`config.mk`:
```
export PLATFORM = sky130hd
export DESIGN_NAME = dma_fifo_drain
export DESIGN_NICKNAME = d
export VERILOG_FILES = /design/src/rtl/dma_fifo_drain_pkg.sv /design/src/rtl/dma_fifo_drain.sv
export SDC_FILE = /design/constraint.sdc
export NUM_CORES = 1
export LEC_CHECK = 0
export BUFFER_PORTS_ARGS = -buffer_cell sky130_fd_sc_hd__buf_2
export CAP_MARGIN = 40
export CORE_UTILIZATION = 25
export CTS_CLUSTER_DIAMETER = 40
export CTS_CLUSTER_SIZE = 30
export DETAILED_ROUTE_END_ITERATION = 8
export HOLD_SLACK_MARGIN = 0.12
export PLACE_DENSITY_LB_ADDON = 0.15
export SLEW_MARGIN = 10
export SYNTH_ARGS = -nofsm -noshare
export SYNTH_HDL_FRONTEND = slang
export SYNTH_SLANG_ARGS = --single-unit
```
`constraint.sdc`:
```
create_clock -name clk -period 2.06 [get_ports clk]
set_input_delay 0.103 -clock clk [delete_from_list [all_inputs] [get_ports clk]]
set_output_delay 0.103 -clock clk [all_outputs]
set_load 0.05 [all_outputs]
```
`src/rtl/dma_fifo_drain_pkg.sv`:
```
// Shared types for the DMA FIFO drain engine: FSM state encoding.
package dma_fifo_drain_pkg;

   typedef enum logic [2:0] {
      S_IDLE  = 3'd0,
      S_POP   = 3'd1,
      S_LATCH = 3'd2,
      S_WRITE = 3'd3,
      S_CHECK = 3'd4,
      S_FIN   = 3'd5
   } state_t;

endpackage

```
`src/rtl/dma_fifo_drain.sv`:
```
// Drains the one-shot 512-byte DMA FIFO into sequential memory addresses over a
// req/ack write bus, sector by sector, re-arming the FIFO between sectors.
module dma_fifo_drain
   import dma_fifo_drain_pkg::*;
#(
   parameter int ADDR_W = 22,
   parameter int SEC_W  = 8
) (
   input  logic              clk,
   input  logic              rst_n,
   input  logic              start,
   input  logic              abort,
   input  logic [ADDR_W-1:0] base_addr,
   input  logic [SEC_W-1:0]  sec_cnt,
   output logic              busy,
   output logic              done,
   input  logic              fifo_empty,
   input  logic              fifo_rdone,
   input  logic [7:0]        fifo_rd,
   output logic              fifo_rd_stb,
   output logic              fifo_init,
   output logic              mem_req,
   output logic [ADDR_W-1:0] mem_addr,
   output logic [7:0]        mem_wd,
   input  logic              mem_ack
);

   state_t            state, state_d;
   logic              busy_d, done_d, stb_d, init_d, req_d;
   logic [ADDR_W-1:0] addr_d;
   logic [7:0]        wd_d;
   logic [SEC_W-1:0]  sec_left, sec_left_d;
   logic              abort_q, abort_q_d;
   logic              abort_now;

   assign abort_now = abort_q | abort;

   // NOTE: every registered signal gets a default at the top of always_comb, so no
   // path through the case statement can leave one unassigned and infer a latch.
   always_comb begin
      state_d    = state;
      busy_d     = busy;
      done_d     = 1'b0;
      stb_d      = 1'b0;
      init_d     = 1'b0;
      req_d      = mem_req;
      addr_d     = mem_addr;
      wd_d       = mem_wd;
      sec_left_d = sec_left;
      abort_q_d  = busy & abort_now;

      // The pop strobe is registered, so it is decided one cycle early: it becomes
      // visible in POP and the popped byte is on fifo_rd during LATCH.
      unique case (state)
         S_IDLE: begin
            if (start) begin
               if (sec_cnt != '0) begin
                  busy_d     = 1'b1;
                  addr_d     = base_addr;
                  sec_left_d = sec_cnt;
                  stb_d      = ~fifo_empty;
                  state_d    = S_POP;
               end else begin
                  done_d = 1'b1;
               end
            end
         end
         S_POP: begin
            if (fifo_rd_stb) begin
               state_d = S_LATCH;
            end else if (abort_now) begin
               init_d  = 1'b1;
               state_d = S_FIN;
            end else if (!fifo_empty && !fifo_init) begin
               stb_d = 1'b1;
            end
         end
         S_LATCH: begin
            wd_d    = fifo_rd;
            req_d   = 1'b1;
            state_d = S_WRITE;
         end
         S_WRITE: begin
            if (mem_ack) begin
               req_d   = 1'b0;
               addr_d  = mem_addr + 1'b1;
               state_d = S_CHECK;
            end
         end
         S_CHECK: begin
            if (abort_now) begin
               init_d  = 1'b1;
               state_d = S_FIN;
            end else if (fifo_rdone) begin
               // Fresh sector: the FIFO is being cleared, so no early strobe here.
               init_d     = 1'b1;
               sec_left_d = sec_left - 1'b1;
               state_d    = (sec_left == SEC_W'(1)) ? S_FIN : S_POP;
            end else begin
               stb_d   = ~fifo_empty;
               state_d = S_POP;
            end
         end
         S_FIN: begin
            busy_d    = 1'b0;
            done_d    = 1'b1;
            abort_q_d = 1'b0;
            state_d   = S_IDLE;
         end
         default: state_d = S_IDLE;
      endcase
   end

   // NOTE: sequential state uses non-blocking assignments only, so every flop samples
   // the pre-edge value of every other flop regardless of statement order.
   always_ff @(posedge clk or negedge rst_n) begin
      if (!rst_n) begin
         state       <= S_IDLE;
         busy        <= 1'b0;
         done        <= 1'b0;
         fifo_rd_stb <= 1'b0;
         fifo_init   <= 1'b0;
         mem_req     <= 1'b0;
         mem_addr    <= '0;
         mem_wd      <= '0;
         sec_left    <= '0;
         abort_q     <= 1'b0;
      end else begin
         state       <= state_d;
         busy        <= busy_d;
         done        <= done_d;
         fifo_rd_stb <= stb_d;
         fifo_init   <= init_d;
         mem_req     <= req_d;
         mem_addr    <= addr_d;
         mem_wd      <= wd_d;
         sec_left    <= sec_left_d;
         abort_q     <= abort_q_d;
      end
   end

endmodule

```
* Yosys cells after proc, flatten, opt, wreduce, memory -nomap -nowiden
Index checks and enable logic that the tools add are counted.
** Storage, ports and cells
- Bits in registers :: 47
- Latch bits :: 0
- RAM bits :: 0
- ROM bits :: 0
- Output and inout bits :: 35
- Word-level logic and storage cells :: 81
- Memories kept :: 0
** Operators by class
- Add/subtract/negate cells :: 2
- Multiply operators :: 0
- Divide/modulo/power cells :: 0
- $lt $le $gt $ge :: 0
- Equality and inequality tests :: 12
- Shift-type cells :: 0
- Mux-type cells :: 40
- Bitwise gates (word level) :: 3
- Reductions and logical operators :: 14
** Operator list (number)
- $mux 22 :: 3
- $pmux 22 s2 :: 1
- $mux 8 :: 4
- $mux 3 :: 8
- $add 22x1->22 const B :: 1
- $mux 1 :: 17
- $pmux 8 s2 :: 1
- $pmux 3 s5 :: 1
- $ne 2x2->1 const B :: 5
- $eq 8x1->1 const B :: 1
- $pmux 1 s2 :: 4
- $reduce_and 4->1 :: 2
- $reduce_bool 2->1 :: 4
- $reduce_bool 8->1 :: 1
- $sub 8x1->8 const B :: 1
- $eq 3x2->1 const B :: 2
- $eq 3x3->1 const B :: 2
- $reduce_and 5->1 :: 1
- $eq 3x1->1 const B :: 1
- $logic_not 3->1 :: 1
- $ne 3x3->1 const B :: 1
- $pmux 1 s3 :: 1
- $reduce_and 3->1 :: 1
- $logic_not 1->1 :: 2
- other kinds (5) :: 5

* Logic depth before layout (Yosys ltp)
Gate-level depths: netlist of run 1.
- Depth after elaboration :: 6
- Depth in mapped cells :: 7

* Least setup slack after synthesis of run 1
No wires, ideal clock.
- Kind :: reg-to-reg
- From :: reg mem_addr[0]
- To :: reg mem_addr[16]
- Setup time :: 0.126 ns
- Arrival :: 1.865 ns
- Path slack :: 0.069 ns
- Stages on the path, launching flop included :: 7
- Buffers on the path :: 1
- Period minus slack after synthesis :: 1.991 ns
- Cells stage by stage :: dfrtp_1 > ha_1 > and4_1 > clkbuf_1 > nand4_1 > o22ai_1 > a2bb2oi_2
** On the way
- Cells in the longest elaborated chain, start to end :: 3
** Ends and longest elaborated chain
- start, declared :: line dma_fifo_drain.sv:23 : output logic [ADDR_W-1:0] mem_addr,
- start signal, assigned :: line dma_fifo_drain.sv:135 : mem_addr <= addr_d;
- $add 22x1->22 :: line dma_fifo_drain.sv:86 : addr_d = mem_addr + 1'b1;
- $mux 22 :: line dma_fifo_drain.sv:84 : if (mem_ack) begin
- $pmux 22 s2 :: line dma_fifo_drain.sv:54 : unique case (state)
No other way between the ends. The select of a mux whose other input is x is not followed.
A chain may end at the register's enable or synchronous reset.

* Worst setup path in the final report of run 1
- From :: reg state[0]
- To :: reg mem_addr[15]
** On the way
- Cells in the longest elaborated chain, start to end :: 3
- Elaborated cells between the ends (all ways) :: 8
- Classes of those cells :: eq/ne (4); mux (1); reduce/logical (3)
** Ends and longest elaborated chain
- start, declared :: line dma_fifo_drain.sv:28 : state_t state, state_d;
- start signal, assigned :: line dma_fifo_drain.sv:129 : state <= state_d;
- $eq 3x2->1 / $logic_not 3->1 (equally long branches) :: line dma_fifo_drain.sv:54
- $ne 2x2->1 (no source line) / $reduce_bool 2->1 (equally long branches)
- $reduce_and 4->1 (no source line)
Several ways; a longest one is shown, not always the timed one.

==> results of run 1 <==
[cells by family (layout without fill, tap and decap cells)]
group	after synthesis	in the layout	synth area share, %
DFF	47	47	40.15
adders and majority gates	3	3	1.282
buffers and inverters	30	136	4.912
muxes	11	11	4.144
AOI/OAI and AO/OA	110	110	27.89
and+or+nand+nor	110	110	21.61
[flip-flops by register name, indices dropped and copies added, names as in the netlist]
register,cells
abort_q,1
busy,1
done,1
fifo_init,1
fifo_rd_stb,1
mem_addr,22
mem_req,1
mem_wd,8
sec_left,8
state,3
[per-layer routing]
layer | track usage, % | wire, um | up-vias
met2 | 23.38 | 4165 | 73
li1 | - | - | 1441
met5 | 0 | 0 | -
met3 | 2.881 | 464 | 6
met1 | 24.04 | 4651 | 1435
met4 | 3.665 | 88 | 0
[synthesized netlist by cell type (3+ instances only)]
| library cell | count |
|---|---|
| sky130_fd_sc_hd__mux2_2 | 8 |
| sky130_fd_sc_hd__and4_1 | 10 |
| sky130_fd_sc_hd__clkbuf_1 | 16 |
| sky130_fd_sc_hd__a22oi_1 | 5 |
| sky130_fd_sc_hd__and3_1 | 8 |
| sky130_fd_sc_hd__nor3_1 | 8 |
| sky130_fd_sc_hd__buf_2 | 4 |
| sky130_fd_sc_hd__nand2_1 | 17 |
| sky130_fd_sc_hd__inv_1 | 6 |
| sky130_fd_sc_hd__a22oi_2 | 4 |
| sky130_fd_sc_hd__o22ai_1 | 8 |
| sky130_fd_sc_hd__nand3_1 | 8 |
| sky130_fd_sc_hd__o21ai_0 | 12 |
| sky130_fd_sc_hd__o2bb2a_1 | 4 |
| sky130_fd_sc_hd__nor2_1 | 23 |
| sky130_fd_sc_hd__o22a_1 | 8 |
| sky130_fd_sc_hd__a211oi_1 | 6 |
| sky130_fd_sc_hd__a41oi_1 | 3 |
| sky130_fd_sc_hd__nand4_1 | 9 |
| sky130_fd_sc_hd__a31oi_1 | 8 |
| sky130_fd_sc_hd__nor4_1 | 7 |
| sky130_fd_sc_hd__buf_6 | 3 |
| sky130_fd_sc_hd__nand2b_1 | 3 |
| sky130_fd_sc_hd__ha_1 | 3 |
| sky130_fd_sc_hd__dfrtp_1 | 47 |
| sky130_fd_sc_hd__o211ai_1 | 4 |
| sky130_fd_sc_hd__a21oi_1 | 23 |
| sky130_fd_sc_hd__o32ai_1 | 3 |
| sky130_fd_sc_hd__o2bb2ai_1 | 5 |
[worst max-delay path, delay by kind of cell (launching register included)]
family	cells	cell delay [ns]
AND/OR/NAND/NOR	1	0.57
buffers and inverters	1	0.21
AO/OA/AOI/OAI	3	0.64
flip-flops	1	0.38
[metrics by stage]
stage	utilization [%]	total power [W]	hold slack (ns)	area [um^2]	worst slack, ns
after floorplan	-	0.004473	-0.1926	2929	0.06889
after global placement	31.74	0.005556	0.1419	3625	0.1944
after detailed placement	31.74	0.005553	0.1469	3625	0.07614
after CTS	34.34	0.006487	0.1281	3921	0.1735
after global routing	34.34	0.006892	0.1398	3921	0.03596
final	34.34	0.006451	0.1182	3921	0.1752
[what timing repair did]
action                     in CTS  in global routing
setup endpoints to repair       0                  0
hold endpoints to repair       34                  0
hold buffers                   14                  0
[cells in the final DEF (no fill, tap or decap), types with 4 or more instances in the layout]
master / count
sky130_fd_sc_hd__a211oi_1: 6
sky130_fd_sc_hd__a21oi_1: 23
sky130_fd_sc_hd__a22oi_1: 5
sky130_fd_sc_hd__a22oi_2: 4
sky130_fd_sc_hd__a31oi_1: 8
sky130_fd_sc_hd__and3_1: 8
sky130_fd_sc_hd__and4_1: 10
sky130_fd_sc_hd__buf_2: 79
sky130_fd_sc_hd__buf_4: 27
sky130_fd_sc_hd__clkbuf_16: 5
sky130_fd_sc_hd__dfrtp_1: 47
sky130_fd_sc_hd__dlygate4sd3_1: 14
sky130_fd_sc_hd__inv_1: 6
sky130_fd_sc_hd__mux2_2: 8
sky130_fd_sc_hd__nand2_1: 17
sky130_fd_sc_hd__nand3_1: 8
sky130_fd_sc_hd__nand4_1: 9
sky130_fd_sc_hd__nor2_1: 23
sky130_fd_sc_hd__nor3_1: 8
sky130_fd_sc_hd__nor4_1: 7
sky130_fd_sc_hd__o211ai_1: 4
sky130_fd_sc_hd__o21ai_0: 12
sky130_fd_sc_hd__o22a_1: 8
sky130_fd_sc_hd__o22ai_1: 8
sky130_fd_sc_hd__o2bb2a_1: 4
sky130_fd_sc_hd__o2bb2ai_1: 5
[area by class of cell]
cell class                      instances  area, um^2  share of cell area [%]
Multi-Input combinational cell        234        1609                   41.03
Sequential cell                        47        1176                   29.99
Timing Repair Buffer                  122       778.2                   19.85
Tap cell                              143       178.9                   4.563
Clock buffer                            5       125.1                   3.191
Clock inverter                          3       31.28                  0.7977
Inverter                                6       22.52                  0.5743
[power by group through the flow]
stage	Sequential (W)	Combinational [W]	Clock (W)
after floorplan	0.00293	0.00154	0
after global placement	0.00187	0.00369	0
after detailed placement	0.00187	0.00369	0
after CTS	0.00185	0.00372	0.000916
after global routing	0.00194	0.00400	0.000953
final	0.00186	0.00370	0.000887
[how the worst max path moves through the flow]
stage | from | to | slack [ns] | cells past startpoint
after global placement | sec_cnt[7] | mem_addr[19] | 0.19 | 6
final | state[0] | mem_addr[15] | 0.18 | 5
after CTS | state[0] | mem_addr[15] | 0.17 | 5
after global routing | mem_addr[1] | mem_addr[20] | 0.04 | 5
after detailed placement | sec_cnt[7] | mem_addr[1] | 0.08 | 6
after floorplan | mem_addr[0] | mem_addr[16] | 0.07 | 6
==> flow_metrics.tcl, run 1 <==
set metrics [dict create \
    outcome "completed" \
    post_synth_inst_count 311 \
    grt_pass1_vias 2751 \
    drtAntennaViolNets 0 \
    initial_utilization_pct 25.65 \
    static-leakage-power_nw 1.727 \
    signal_arrival_time_at_the_worst_endpoint_ns 2.09 \
    crit_path_launch_type "flip-flop" \
    synth.avg_cell_area_um2 9.418 \
    post-dp-hpwl_um 6846 \
    mappedNetlistArea_um2 2929 \
    timing.reg2reg.setup_slack_ns 0.18 \
    synth_largest_type_area_fraction_pct 40.15 \
    first_pass_iters 4 \
    cell_internal_pwr_w 0.003087 \
    detail_route.wl_per_cell_um 16.73 \
    fp-row-count 39 \
    timing.rr.start "state[0]" \
    pwr-share-comb_pct 57.4 \
    number_of_cells_after_detailed_placement 538 \
    grt_pass1_wl_um 14970 \
    post_cts.resized_instances 0 \
    vias 2955 \
    power.clock.fraction_pct 13.8 \
    clk_root_buffer_cell "sky130_fd_sc_hd__clkbuf_16" \
    routed_wirelength_um 9370 \
    boundaryPins 80 \
    timing.setup.critical_path_class "flip-flop to flip-flop" \
    grt_max_degree 43 \
    worst-slew-pin-transition_ns 0.8567 \
    clock_tree.buffer_depth 2 \
    cts_tree "done" \
    regToRegEndpoint "mem_addr[15]" \
    synth-edff-count 0 \
    worst-path-max-fanout 18 \
    layout_worst_path_cycle_share_pct 91.49 \
    fillCellCount 1232 \
    core_area_um2 11420 \
    synth_fp_nets 359 \
    finalNetCount 464 \
    tritoncts_num_sinks 47 \
    critical-path-slowest-cell "sky130_fd_sc_hd__or4b_4" \
    synthDominantAreaCellType "sky130_fd_sc_hd__dfrtp_1" \
    instances_no_fill 560 \
    finalClockSkew_ns 0.01027 \
    postCtsSetupBuffers 0 \
    yosysUniqueCellTypes 57 \
    p_switching_w 0.003363 \
    min-delay-path-class "input pin to flip-flop" \
    detailed_route_drc_error_count 0 \
    slew_violations 0 \
    min_delay_path_depth 3 \
    async_flop_share_pct 100.0 \
    worst_hold_path_ep "state[0]" \
    min_from "start" \
    fmax_ghz 0.5306 \
    p_per_area_nw_per_um2 1645 \
    rsz0062_at_grt "no" \
    place_congestion 0.8029 \
    critical_path.max_stage_delay_ns 0.57 \
    detailedRoute.firstIterationViolations 181 \
    fin_crit_ns 1.885 \
    placement.io_buffers 79 \
    reg2regPathDepth 5 \
    setup_viol 0 \
    clkSlewWorstSetupHoldPaths_ns 0.08 \
    power.share.switching_pct 52.14 \
    die_w_um 110.2 \
    critical_path.cell_chain "or4b_4, a21o_1, buf_4, a211o_1, o211ai_1" \
    critPathCaptureType "flip-flop" \
    die_area_um2 12150 \
    count_of_state_elements_after_synthesis 47 \
    p_seq_share_pct 28.9 \
    remaining_global_route_overflow 0 \
    clk_latency_ns 0.30 \
    drive_above_1_share_pct 33.33 \
    worst-endpoint-required_ns 2.27 \
    global_route.usage.total_pct 15.96 \
    cts_buffers 5 \
    tns_ns 0 \
    cts_htree_levels 2 \
    area_growth_pct 33.87 \
    drv_cap 0 \
    chipHeight_um 110.2 \
    synth_warn 0 \
    worst_ir_drop_vdd_mv 0.5450 \
    synth.area.top_cells "sky130_fd_sc_hd__dfrtp_1 40%, sky130_fd_sc_hd__a21oi_1 3.9%, sky130_fd_sc_hd__mux2_2 3.1%" \
    max_slew_headroom_pct 42.68 \
    antenna_cells_inserted 0 \
    vias_per_cell 5.277 \
    ys_dominant_reg_cell "sky130_fd_sc_hd__dfrtp_1" \
    proportion_of_synthesized_chip_area_in_sequential_cells_pct 40.15 \
    grt_antenna_before_repair 0 \
    report.final.hold_viol_count 0 \
]
Note: power is estimated with default switching activity, not from simulation.
==> inputs of run 2 (changes only) <==
--- a/config.mk
+++ b/config.mk
@@ -7,7 +7,7 @@
 export LEC_CHECK = 0
 export BUFFER_PORTS_ARGS = -buffer_cell sky130_fd_sc_hd__buf_2
 export CAP_MARGIN = 40
-export CORE_UTILIZATION = 25
+export CORE_UTILIZATION = 30
 export CTS_CLUSTER_DIAMETER = 40
 export CTS_CLUSTER_SIZE = 30
 export DETAILED_ROUTE_END_ITERATION = 8
==> constraint.sdc (replaced) <==
create_clock -name clk -period 2.3 [get_ports clk]
set_input_delay 0.115 -clock clk [delete_from_list [all_inputs] [get_ports clk]]
set_output_delay 0.115 -clock clk [all_outputs]
set_load 0.05 [all_outputs]
==> flow_metrics.tcl, run 2 (synthesis results as in run 1) <==
set metrics [dict create \
    outcome "completed" \
    cp_bufs_invs 0 \
    worst_ir_drop_vdd_mv 0.5999 \
    detailedRoute.firstIterationViolations 199 \
    detail_route.wirelength.met1_um 4345 \
    drtAntennaViolNets 0 \
    global_route.usage.total_pct 18.01 \
    rsz0062_at_grt "no" \
    vias_per_cell 5.449 \
    vias 2959 \
    area_growth_pct 29.86 \
    clk_root_buffer_cell "sky130_fd_sc_hd__clkbuf_8" \
    postCtsSetupBuffers 0 \
    met2RoutedLength_um 3907 \
    cts_buffers 5 \
    min_from "start" \
    top_register "mem_addr" \
    number_of_cells_after_detailed_placement 517 \
    grt_max_degree 30 \
    placement.io_buffers 79 \
    finalNetCount 461 \
    reg2regPathDepth 5 \
    drive_above_1_share_pct 31.88 \
    gate_family_responsible_for_the_most_delay_along_the_worst_path "simple AND/OR/NAND/NOR gates" \
    routed_wirelength_um 8819 \
    crit_path_launch_type "flip-flop" \
    worst_hold_path_ep "state[0]" \
    fillCellCount 979 \
    setup_viol 0 \
    p_per_area_nw_per_um2 1419 \
    worst-endpoint-required_ns 2.54 \
    multiInputGateArea_um2 1609 \
    clk_latency_ns 0.31 \
    signal_arrival_time_at_the_worst_endpoint_ns 2.30 \
    place_congestion 0.8255 \
    min-delay-path-class "input pin to flip-flop" \
    worst-path-max-fanout 12 \
    grt_pass1_wl_um 14310 \
    reg.largest.list "mem_addr x22, mem_wd x8, sec_left x8" \
    timing.reg2reg.setup_slack_ns 0.23 \
    die_w_um 100.8 \
    top_signal_layer_used "met4" \
    worst-slew-pin-transition_ns 0.8751 \
    grt_antenna_before_repair 0 \
    clock_tree.buffer_depth 2 \
    fin_crit_ns 2.066 \
    drv_cap 0 \
    static-leakage-power_nw 1.666 \
    instances_no_fill 543 \
    grt_pass1_vias 2767 \
    report.final.hold_viol_count 0 \
    fmax_ghz 0.4839 \
    tritoncts_num_sinks 47 \
    critical-path-slowest-cell "sky130_fd_sc_hd__and4_1" \
    largest_register_ff_count 22 \
    clkSlewWorstSetupHoldPaths_ns 0.10 \
    boundaryPins 80 \
    timing.setup.critical_path_class "flip-flop to flip-flop" \
    final-seq-area_um2 1176 \
    critical_path.cell_chain "ha_1, and4_1, nand3_1, o311a_1, nor3_2" \
    regToRegEndpoint "mem_addr[20]" \
    cts_htree_levels 2 \
    max_slew_headroom_pct 41.44 \
    most_common_cell_after_layout_fill_and_taps_aside "sky130_fd_sc_hd__buf_2" \
    finalClockSkew_ns 0.003313 \
    chipHeight_um 100.8 \
    cts_tree "done" \
    fp-row-count 35 \
    remaining_global_route_overflow 0 \
    initial_utilization_pct 31.40 \
    slew_violations 0 \
    detail_route.wl_per_cell_um 16.24 \
    first_pass_iters 4 \
    core_area_um2 9328 \
    detailed_route_drc_error_count 0 \
    post-dp-hpwl_um 6385 \
    tns_ns 0 \
    antenna_cells_inserted 0 \
    die_area_um2 10160 \
    critPathCaptureType "flip-flop" \
    critical_path.max_stage_delay_ns 0.51 \
    commonest_non_fill_non_tap_cells_in_the_layout "79 x sky130_fd_sc_hd__buf_2, 47 x sky130_fd_sc_hd__dfrtp_1, 23 x sky130_fd_sc_hd__nor2_1, 23 x sky130_fd_sc_hd__a21oi_1, 22 x sky130_fd_sc_hd__buf_4" \
    layout_worst_path_cycle_share_pct 89.84 \
    route.met3.wl_um 449 \
    timing.rr.start "mem_addr[0]" \
    min_delay_path_depth 3 \
]
==> run 2: worst register-to-register path, delay by kind of cell (launching register included) <==
kind            cells  cell delay (ns)
simple gates        3             0.89
compound gates      1             0.39
flops               1             0.46
fa+ha+maj           1             0.27
==> run 2: cell type report <==
| class | count | share of cell area [%] |
|---|---|---|
| Multi-Input combinational cell | 234 | 42.30 |
| Clock buffer | 5 | 1.809 |
| Timing Repair Buffer | 119 | 19.47 |
| Inverter | 6 | 0.5921 |
| Clock inverter | 3 | 0.6579 |
| Sequential cell | 47 | 30.92 |
| Tap cell | 129 | 4.243 |
==> run 2: what timing repair did <==
item | in CTS | in global routing
hold buffers | 18 | 0
gates resized for setup | 0 | 0
endpoints found under the hold margin | 44 | 0
==> run 2: worst max path at each step <==
stage | from | endpoint | slack (ns) | depth (start not counted)
6_report | mem_addr[0] | mem_addr[20] | 0.23 | 5
3_5_place_dp | mem_addr[0] | mem_addr[20] | 0.30 | 5
4_1_cts | mem_addr[0] | mem_addr[20] | 0.27 | 5
2_1_floorplan | mem_addr[0] | mem_addr[16] | 0.31 | 6
5_1_grt | sec_cnt[0] | mem_addr[1] | 0.04 | 7
3_3_place_gp | mem_addr[0] | mem_addr[20] | 0.36 | 5
==> run 2: report_power, final <==
part / switching, W / internal, W / leakage, nW
sequential: 0.000440 / 0.00122 / 0.560
combinational: 0.00214 / 0.00105 / 1.06
clock: 0.000318 / 0.000218 / 0.0443
total: 0.00290 / 0.00249 / 1.67
==> run 2: layer usage <==
| metal | vias up | track usage [%] |
|---|---|---|
| met5 | - | 0 |
| met4 | 0 | 5.463 |
| met3 | 10 | 3.259 |
| met2 | 93 | 26.66 |
| met1 | 1431 | 26.51 |
| li1 | 1425 | - |
==> run 2: through the flow <==
stage / hold WS, ns / worst slack, ns / util [%] / cell area, um^2 / total power [W]
2_1_floorplan: -0.1806 / 0.3089 / - / 2929 / 0.004006
5_1_grt: 0.1329 / 0.04040 / 40.78 / 3804 / 0.005777
6_report: 0.1319 / 0.2336 / 40.78 / 3804 / 0.005397
3_5_place_dp: 0.1944 / 0.2971 / 37.84 / 3530 / 0.004856
3_3_place_gp: 0.1935 / 0.3598 / 37.84 / 3530 / 0.004852
4_1_cts: 0.1245 / 0.2682 / 40.78 / 3804 / 0.005440
